## config.mk

```make
export PLATFORM = sky130hd
export DESIGN_NAME = divider_seq_flat
export DESIGN_NICKNAME = d
export VERILOG_FILES = /design/src/rtl/divider_seq_if.sv /design/src/rtl/divider_seq.sv /design/src/flat_wrapper.sv
export SDC_FILE = /design/constraint.sdc
export NUM_CORES = 1
export LEC_CHECK = 0
export CAP_MARGIN = 0
export CORE_ASPECT_RATIO = 2
export CORE_UTILIZATION = 64
export DETAILED_ROUTE_END_ITERATION = 6
export DONT_BUFFER_PORTS = 1
export GPL_TIMING_DRIVEN = 1
export MAX_ROUTING_LAYER = met4
export PLACE_DENSITY = 0.9
export REMOVE_ABC_BUFFERS = 1
export SYNTH_ARGS = -nofsm -noshare
export SYNTH_HDL_FRONTEND = slang
export SYNTH_SLANG_ARGS = --single-unit
```

## constraint.sdc

```tcl
create_clock -name clk -period 4.2 [get_ports clk]
set_input_delay 1.05 -clock clk [delete_from_list [all_inputs] [get_ports clk]]
set_output_delay 1.05 -clock clk [all_outputs]
set_load 0.01 [all_outputs]
```

## src/rtl/divider_seq_if.sv

```systemverilog
// divider_seq_if: request/response bundle for the sequential divider.
//
// Handshake: a transfer happens on a rising clk edge when valid and ready
// are both high on that edge. A valid source holds its payload stable
// until the transfer; ready may change freely. flush kills any operation
// and blocks acceptance of a request presented in the same cycle.
//
// Signals:
//   flush          synchronous kill of in-flight or pending work
//   in_valid       request present          (requester -> divider)
//   in_ready       divider can take request (divider -> requester)
//   div_opcode     00 DIV, 01 DIVU, 10 REM, 11 REMU
//   operand1       dividend
//   operand2       divisor
//   out_valid      result_divide valid      (divider -> consumer)
//   out_ready      consumer takes result    (consumer -> divider)
//   result_divide  quotient or remainder
//   busy           divider not idle (pipeline stall request)
interface divider_seq_if #(
  parameter int WIDTH = 32
);
  logic             flush;
  logic             in_valid;
  logic             in_ready;
  logic [1:0]       div_opcode;
  logic [WIDTH-1:0] operand1;
  logic [WIDTH-1:0] operand2;
  logic             out_valid;
  logic             out_ready;
  logic [WIDTH-1:0] result_divide;
  logic             busy;

  modport master (
    output flush, in_valid, div_opcode, operand1, operand2, out_ready,
    input  in_ready, out_valid, result_divide, busy
  );

  modport slave (
    input  flush, in_valid, div_opcode, operand1, operand2, out_ready,
    output in_ready, out_valid, result_divide, busy
  );
endinterface

```

## src/rtl/divider_seq.sv

```systemverilog
// divider_seq: iterative radix-2 restoring divider for RV32M
// DIV/DIVU/REM/REMU, one quotient bit per clock.
//
// Ports:
//   clk        system clock, rising edge
//   rst_n      asynchronous active-low reset
//   bus        divider_seq_if slave modport (handshakes, operands, result,
//              flush, busy)
//   state_dbg  current FSM state (IDLE=0, CALC=1, FIX=2, DONE=3)
//
// Optional feature macro: DIVIDER_SEQ_EARLY_OUT_EN
//   When defined, divide-by-zero, signed overflow and |dividend| <
//   |divisor| skip CALC and present the result one edge after accept.
//   When undefined every operation takes WIDTH+1 edges. Results are the
//   same in both builds.
module divider_seq #(
  parameter  int WIDTH = 32,
  localparam int CNT_W = $clog2(WIDTH + 1)
) (
  input  logic         clk,
  input  logic         rst_n,
  divider_seq_if.slave bus,
  output logic [1:0]   state_dbg
);

  typedef enum logic [1:0] {
    IDLE = 2'd0,
    CALC = 2'd1,
    FIX  = 2'd2,
    DONE = 2'd3
  } state_t;

  state_t state, state_nxt;

  logic [CNT_W-1:0] cnt;
  logic [WIDTH-1:0] rem_r;      // partial remainder magnitude
  logic [WIDTH-1:0] quo_r;      // dividend shifting out / quotient shifting in
  logic [WIDTH-1:0] divisor_r;  // divisor magnitude
  logic [WIDTH-1:0] op1_raw;    // unmodified dividend for special cases
  logic             rem_sel_r;  // 1: REM/REMU, 0: DIV/DIVU
  logic             neg_q_r;
  logic             neg_r_r;
  logic             div0_r;
  logic             ovf_r;
  logic             out_valid_r;
  logic [WIDTH-1:0] result_r;

  // ---------------------------------------------------------------------
  // Request decode (only meaningful while a request is being accepted)
  // ---------------------------------------------------------------------
  logic             is_signed;
  logic             s1, s2;
  logic [WIDTH-1:0] abs1, abs2;
  logic             div0_in, ovf_in, early_in;
  logic             accept;

  assign is_signed = ~bus.div_opcode[0];
  assign s1        = is_signed & bus.operand1[WIDTH-1];
  assign s2        = is_signed & bus.operand2[WIDTH-1];
  // |most-negative| wraps to itself, which is the correct unsigned magnitude.
  assign abs1      = s1 ? -bus.operand1 : bus.operand1;
  assign abs2      = s2 ? -bus.operand2 : bus.operand2;
  assign div0_in   = (bus.operand2 == '0);
  assign ovf_in    = is_signed
                   & (bus.operand1 == {1'b1, {(WIDTH-1){1'b0}}})
                   & (bus.operand2 == '1);

`ifdef DIVIDER_SEQ_EARLY_OUT_EN
  logic small_in;
  assign small_in = (abs1 < abs2);
  assign early_in = div0_in | ovf_in | small_in;
`else
  assign early_in = 1'b0;
`endif

  assign bus.in_ready = (state == IDLE) & ~bus.flush;
  assign accept       = bus.in_valid & bus.in_ready;

  // ---------------------------------------------------------------------
  // One restoring step: the borrow out of the WIDTH+1 bit subtraction
  // tells whether the divisor fits into the shifted remainder.
  // ---------------------------------------------------------------------
  logic [WIDTH:0] shifted;
  logic [WIDTH:0] trial;

  assign shifted = {rem_r, quo_r[WIDTH-1]};
  assign trial   = shifted - {1'b0, divisor_r};

  // ---------------------------------------------------------------------
  // Sign correction and special-case selection, consumed in FIX
  // ---------------------------------------------------------------------
  logic [WIDTH-1:0] q_fix, r_fix, fix_result;

  assign q_fix = neg_q_r ? -quo_r : quo_r;
  assign r_fix = neg_r_r ? -rem_r : rem_r;

  always_comb begin
    fix_result = rem_sel_r ? r_fix : q_fix;
    if (div0_r) begin
      fix_result = rem_sel_r ? op1_raw : '1;
    end else if (ovf_r) begin
      fix_result = rem_sel_r ? '0 : op1_raw;
    end
  end

  // ---------------------------------------------------------------------
  // FSM
  // ---------------------------------------------------------------------
  always_ff @(posedge clk or negedge rst_n) begin
    if (!rst_n) begin
      state <= IDLE;
    end else begin
      state <= state_nxt;
    end
  end

  always_comb begin
    state_nxt = state;
    case (state)
      IDLE: if (accept)             state_nxt = early_in ? FIX : CALC;
      CALC: if (cnt == CNT_W'(1))   state_nxt = FIX;
      FIX:                          state_nxt = DONE;
      DONE: if (bus.out_ready)      state_nxt = IDLE;
      default:                      state_nxt = IDLE;
    endcase
    if (bus.flush) begin
      state_nxt = IDLE;
    end
  end

  // ---------------------------------------------------------------------
  // Datapath
  // ---------------------------------------------------------------------
  always_ff @(posedge clk or negedge rst_n) begin
    if (!rst_n) begin
      cnt         <= '0;
      rem_r       <= '0;
      quo_r       <= '0;
      divisor_r   <= '0;
      op1_raw     <= '0;
      rem_sel_r   <= 1'b0;
      neg_q_r     <= 1'b0;
      neg_r_r     <= 1'b0;
      div0_r      <= 1'b0;
      ovf_r       <= 1'b0;
      out_valid_r <= 1'b0;
      result_r    <= '0;
    end else if (bus.flush) begin
      // result_r is deliberately left untouched.
      out_valid_r <= 1'b0;
      cnt         <= '0;
    end else begin
      case (state)
        IDLE: begin
          if (accept) begin
            rem_sel_r <= bus.div_opcode[1];
            neg_q_r   <= s1 ^ s2;
            neg_r_r   <= s1;
            div0_r    <= div0_in;
            ovf_r     <= ovf_in;
            op1_raw   <= bus.operand1;
            divisor_r <= abs2;
            if (early_in) begin
              // Quotient 0, remainder |dividend|; FIX restores the sign.
              quo_r <= '0;
              rem_r <= abs1;
              cnt   <= '0;
            end else begin
              quo_r <= abs1;
              rem_r <= '0;
              cnt   <= CNT_W'(WIDTH);
            end
          end
        end
        CALC: begin
          if (trial[WIDTH]) begin
            rem_r <= shifted[WIDTH-1:0];
          end else begin
            rem_r <= trial[WIDTH-1:0];
          end
          quo_r <= {quo_r[WIDTH-2:0], ~trial[WIDTH]};
          cnt   <= cnt - CNT_W'(1);
        end
        FIX: begin
          result_r    <= fix_result;
          out_valid_r <= 1'b1;
        end
        DONE: begin
          if (bus.out_ready) begin
            out_valid_r <= 1'b0;
          end
        end
        default: out_valid_r <= 1'b0;
      endcase
    end
  end

  assign bus.out_valid     = out_valid_r;
  assign bus.result_divide = result_r;
  assign bus.busy          = (state != IDLE);
  assign state_dbg         = state;

endmodule

```

## src/flat_wrapper.sv

```systemverilog
// flat-port wrapper written by rule: the top's interface ports become plain ports
module divider_seq_flat 
#(
  parameter  int WIDTH = 32,
  localparam int CNT_W = $clog2(WIDTH + 1)
)
  (clk, rst_n, state_dbg, bus_flush, bus_in_valid, bus_div_opcode, bus_operand1, bus_operand2, bus_out_ready, bus_in_ready, bus_out_valid, bus_result_divide, bus_busy);
  divider_seq_if #(.WIDTH(WIDTH)) bus_i ();
  input  logic clk;
  input  logic rst_n;
  output logic [1:0] state_dbg;
  input wire logic [$bits(bus_i.flush)-1:0] bus_flush;
  input wire logic [$bits(bus_i.in_valid)-1:0] bus_in_valid;
  input wire logic [$bits(bus_i.div_opcode)-1:0] bus_div_opcode;
  input wire logic [$bits(bus_i.operand1)-1:0] bus_operand1;
  input wire logic [$bits(bus_i.operand2)-1:0] bus_operand2;
  input wire logic [$bits(bus_i.out_ready)-1:0] bus_out_ready;
  output wire logic [$bits(bus_i.in_ready)-1:0] bus_in_ready;
  output wire logic [$bits(bus_i.out_valid)-1:0] bus_out_valid;
  output wire logic [$bits(bus_i.result_divide)-1:0] bus_result_divide;
  output wire logic [$bits(bus_i.busy)-1:0] bus_busy;
  assign bus_i.flush = bus_flush;
  assign bus_i.in_valid = bus_in_valid;
  assign bus_i.div_opcode = bus_div_opcode;
  assign bus_i.operand1 = bus_operand1;
  assign bus_i.operand2 = bus_operand2;
  assign bus_i.out_ready = bus_out_ready;
  assign bus_in_ready = bus_i.in_ready;
  assign bus_out_valid = bus_i.out_valid;
  assign bus_result_divide = bus_i.result_divide;
  assign bus_busy = bus_i.busy;
  divider_seq #(.WIDTH(WIDTH)) u_core (.clk(clk), .rst_n(rst_n), .bus(bus_i), .state_dbg(state_dbg));
endmodule
```

Word-level counts from Yosys, hierarchy flattened
Cells that the tools add are included.
- output and inout port bits: 37
- bits in registers: 174
- logic and storage cells: 76
- eq/ne operators: 10
- reductions and logical operators: 12
- bitwise gates (word level): 10
- $add $sub $neg: 6
- mux-type cells: 25
- operators by type and width (cell ; count):
    32-bit two-way mux ; 12
    32-bit negator ; 4
    32-bit one-hot mux with 2 select lines ; 2
    32-bit equality test, second input constant ; 2
    33-bit by 32-bit subtractor with 33-bit output ; 1
    32-bit logical NOT ; 1
    6-bit two-way mux ; 2
    6-bit one-hot mux with 2 select lines ; 1
    3-bit AND reduction ; 3
    2-bit two-way mux ; 4
    2-bit one-hot mux with 4 select lines ; 1
    1-bit AND ; 6
    6-bit by 1-bit equality test with 1-bit output, second input constant ; 1
    3-bit by 2-bit inequality test with 1-bit output, second input constant ; 2
    2-bit AND reduction ; 3
    3-bit nonzero test ; 2
    6-bit by 1-bit subtractor with 6-bit output, second input constant ; 1
    2-bit equality test, second input constant ; 2
    2-bit nonzero test ; 2
    3-bit inequality test, second input constant ; 1
    1-bit NOT ; 3
    2-bit by 1-bit equality test with 1-bit output, second input constant ; 1
    2-bit logical NOT ; 1
    1-bit two-way mux ; 2
    3 further kinds ; 3

Longest topological paths before layout
- word-level depth: 6
- gate-level depth with buffers: 13

Worst setup path before layout
OpenSTA, ideal clock, no wires.
- kind: input port to flip-flop
- start: in bus_operand1[4]
- end: reg u_core.quo_r[30]
- arrival: 3027 ps
- stages: 9
- path slack: 1047 ps
- cells stage by stage: nor4_2 > nand3_1 > or4_4 > nor2_2 > nand3_1 > o41ai_2 > xor2_1 > nor3_1 > a221o_1
- word-level cells in the longest chain between the ends: 4
- ends and longest elaborated chain (what ; RTL line ; text):
    start, declared ; flat_wrapper.sv:15 ; input wire logic [$bits(bus_i.operand1)-1:0] bus_operand1;
    32-bit negator ; divider_seq.sv:61 ; assign abs1 = s1 ? -bus.operand1 : bus.operand1;
    32-bit two-way mux ; divider_seq.sv:61 ;
    32-bit two-way mux ; divider_seq.sv:155 ; if (accept) begin
    32-bit one-hot mux with 2 select lines ; divider_seq.sv:153 ; case (state)
    end signal, assigned ; divider_seq.sv:169 ; quo_r <= abs1;
    end signal, assigned ; divider_seq.sv:181 ; quo_r <= {quo_r[WIDTH-2:0], ~trial[WIDTH]};
    end, declared ; divider_seq.sv:37 ; logic [WIDTH-1:0] quo_r;
No other way between the ends. The select of a mux whose other input is x is not followed.
A chain may end at the register's enable or synchronous reset.

Worst setup path after layout
- start: reg u_core.rem_r[0]
- end: reg u_core.rem_r[11]
- word-level cells in the longest chain between the ends: 3
- ends and longest elaborated chain (what ; RTL line ; text):
    start, declared ; divider_seq.sv:36 ; logic [WIDTH-1:0] rem_r;
    start signal, assigned ; divider_seq.sv:166 ; rem_r <= abs1;
    start signal, assigned ; divider_seq.sv:177 ; rem_r <= shifted[WIDTH-1:0];
    start signal, assigned ; divider_seq.sv:179 ; rem_r <= trial[WIDTH-1:0];
    33-bit by 32-bit subtractor with 33-bit output ; divider_seq.sv:87 ; assign trial = shifted - {1'b0, divisor_r};
    32-bit two-way mux ; divider_seq.sv:176 ; if (trial[WIDTH]) begin
    32-bit one-hot mux with 2 select lines ; divider_seq.sv:153 ;
No other way between the ends.

==> impl_metrics.toml <==
[timing]
min_period_ns = 3.54
grt_setup_unrepaired = "false"
holdWs_ns = 0.295
max_slew_margin = 0.343
fin_setup_tns_ns = 0
setup_viol = 0
worstMarginPinSlew_ns = 0.976
skew_ns = 0.00530
fmax_mhz = 283
slew_violations = 0
hold_violations = 0
finalCritPeriodShare = 0.842

[global_routing]
grt_max_degree = 175
grt_pass1_wl_mm = 57.0
track_usage = 0.374
grt_pass1_vias = 11566
antenna_found_initial = 0
grt-ovfl-total = 0

[cts]
path_clk_slew_ns = 0.06
cts_buffer_depth = 2
clk_latency_ns = 0.45
cts_tree = "yes"
cts.root.buffer_cell = "clkbuf_16"
cts_resized = 0
htreeDepth = 4
cts_buffers = 17
cts_setup_buffers = 0
ctsHoldBuffers = 0
cts_sinks = 174

[placement]
dp.final_hpwl_mm = 24.9
gp_congestion = 0.954
portBuffers = 0

[floorplanning]
start_util = 0.652
rows = 72
core_area_um2 = 19300
die_w_um = 101
die_area_um2 = 20200
die_h_um = 200
ioPinCount = 108

[outcome]
status = "finished, violations left"
violations = "design-rule violations"

[critical_path]
worst-path-max-fanout = 37
cp.arrival_ns = 3.82
crit_type = "reg -> reg"
crit_path_end_kind = "flop"
start_kind = "flop"
reg2reg_slack_ns = 0.66
worst_ep_required_time_ns = 4.48

[synthesis]
synth_cell_types = 76
synthArstFlopShare = 1.00
yosysTopAreaCell = "dfrtp_1"
syn_area_per_cell_um2 = 8.23
synthTopCellsByArea = "dfrtp_1, o21ai_0, nand2_1, a21oi_1, xnor2_1"
syn_inst = 1528
ys_seq_elements = 174
synth_edf_count = 0
ys_seq_area_frac = 0.346
ys_warn_count = 0
synth_area_um2 = 12600
yosys_most_used_dff = "dfrtp_1"
synth_top_cell_area_share = 0.346

[job]
drv_cap = 0

[layout]
synthToLayoutAreaGrowth_pct = 5.23
final_nets = 1589
final_core_utilization = 0.686
insertedDiodeCount = 0
drive_above_1_share = 0.0741

[drt]
drt_iter0_markers = 656
first_pass_iters = 7
post_drt_wl_per_cell_um = 19.7
postRouteAntennaNets = 0
drcViolationCount = 3
num_vias = 11316
wl_mm = 34.4
viasPerCell = 6.49

[power]
pwr-share-seq = 0.363
pwr-share-clk = 0.203
p_total_w = 0.00814
intPower_w = 0.00464
p_comb_frac = 0.434
power_density_nw_per_um2 = 615
leakage_nw = 5.60
switching_share = 0.429
p_sw_w = 0.00349
ir_drop_v = 0.000406

[worst_hold_path]
hold_path.class = "in -> async"
==> sequential cells by signal, summed over array words and instances (netlist names) <==
signal / count
u_core.ovf_r: 1
u_core.neg_r_r: 1
u_core.div0_r: 1
u_core.state_dbg: 2
u_core.bus.result_divide: 32
u_core.divisor_r: 32
u_core.rem_r: 32
u_core.op1_raw: 32
u_core.quo_r: 32
u_core.neg_q_r: 1
u_core.bus.out_valid: 1
u_core.rem_sel_r: 1
u_core.cnt: 6
==> logic make-up after synthesis <==
family	after synthesis	synth area share
adders and majority gates	45	0.0454
DFF	174	0.346
muxes	70	0.0588
and+or+nand+nor	470	0.170
buffers and inverters	155	0.0524
AOI/OAI and AO/OA	469	0.225
xor gates and xnor gates	145	0.103
==> layer usage <==
metal  wire length (um)  GRT usage  vias to the layer above
li1                   -          -                     5296
met1              11700      0.380                     5317
met2              17700      0.621                      520
met3               2490     0.0963                      183
met4               2450      0.245                        0
met5                  0          -                        -
==> synthesized netlist by cell type, types with 3 or more instances <==
library cell	count
ha_1	44
clkbuf_1	71
nor4_1	13
o31a_1	3
nand2b_1	10
xor2_1	68
a21oi_1	133
a221o_1	4
mux2_2	31
mux2i_1	39
or2_2	3
and2_1	7
nor4_2	3
o21ai_0	176
o22a_1	3
or4_1	6
o41ai_1	9
o21a_1	5
dfrtp_1	174
a221oi_1	12
a31o_2	3
nor2_1	121
o21ai_1	8
buf_1	9
a31oi_1	10
xnor2_1	76
nor3_1	24
nor2b_1	6
o221ai_1	8
nand2_1	210
o22ai_1	12
nand3b_1	4
a211oi_1	7
a21o_1	9
o211ai_1	12
a32o_1	5
nand4_1	18
clkbuf_8	5
inv_1	64
or3_1	10
o31ai_1	28
and3_1	3
nand3_1	16
==> placed cells by master, fill, tap and decap left out, types with 13 or more instances in the layout <==
master     Yosys  layout
nand2_1      210     209
o21ai_0      176     176
dfrtp_1      174     174
a21oi_1      133     133
nor2_1       121     121
xnor2_1       76      76
xor2_1        68      68
inv_1         64      64
ha_1          44      43
mux2i_1       39      39
mux2_2        31      31
o31ai_1       28      28
nor3_1        24      24
nand4_1       18      18
clkbuf_16      0      17
nand3_1       16      16
buf_4          1      16
nor4_1        13      13
==> power groups by stage <==
| stage | combinational [W] | clock (W) | sequential (W) |
|---|---|---|---|
| floorplan | 0.00256 | 0 | 0.00288 |
| global placement | 0.00331 | 0 | 0.00292 |
| detailed placement | 0.00343 | 0 | 0.00296 |
| CTS | 0.00347 | 0.00165 | 0.00293 |
| global route | 0.00392 | 0.00172 | 0.00304 |
| finish | 0.00353 | 0.00165 | 0.00295 |
==> area by class of cell <==
class	count	area, um^2
Sequential cell	174	4350
Fill cell	1624	6050
Tap cell	259	324
Inverter	64	240
Clock buffer	18	439
Clock inverter	13	164
Timing Repair Buffer	17	140
Multi-Input combinational cell	1199	7570
==> through the flow <==
step,setup slack (ns),area [um^2],cells
after floorplan,0.641,12200,1437
after global placement,0.742,12600,1713
after detailed placement,0.661,12600,1713
after CTS,0.749,13200,1744
after global routing,0.560,13200,1744
final,0.664,13200,1744
==> critical path: stages, from the launching register on <==
cell and delay, ns:
dfrtp_1 0.43, inv_1 0.16, fa_1 0.50, nand2b_1 0.19, a21o_1 0.19, a32o_1 0.29, o21ai_1 0.20, nand4_1 0.30
a21oi_2 0.32, xor2_4 0.19, buf_12 0.25, mux2i_1 0.22, o21ai_0 0.11
==> path summary, 6_finish.rpt <==
path                                                  startpoint                                to  depth (start not counted)
worst min-delay path                                       rst_n   u_core.divisor_r[3]$_DFFE_PN0P_                          0
worst min register to register  u_core.divisor_r[17]$_DFFE_PN0P_  u_core.divisor_r[17]$_DFFE_PN0P_                          2
min in group clk                u_core.divisor_r[17]$_DFFE_PN0P_  u_core.divisor_r[17]$_DFFE_PN0P_                          2
worst max register to register       u_core.rem_r[0]$_DFFE_PN0P_      u_core.rem_r[11]$_DFFE_PN0P_                         12
worst max-delay path                 u_core.rem_r[0]$_DFFE_PN0P_      u_core.rem_r[11]$_DFFE_PN0P_                         12
max in group asynchronous                                  rst_n       u_core.rem_r[4]$_DFFE_PN0P_                          0
Power figures use the tool's default switching activity.
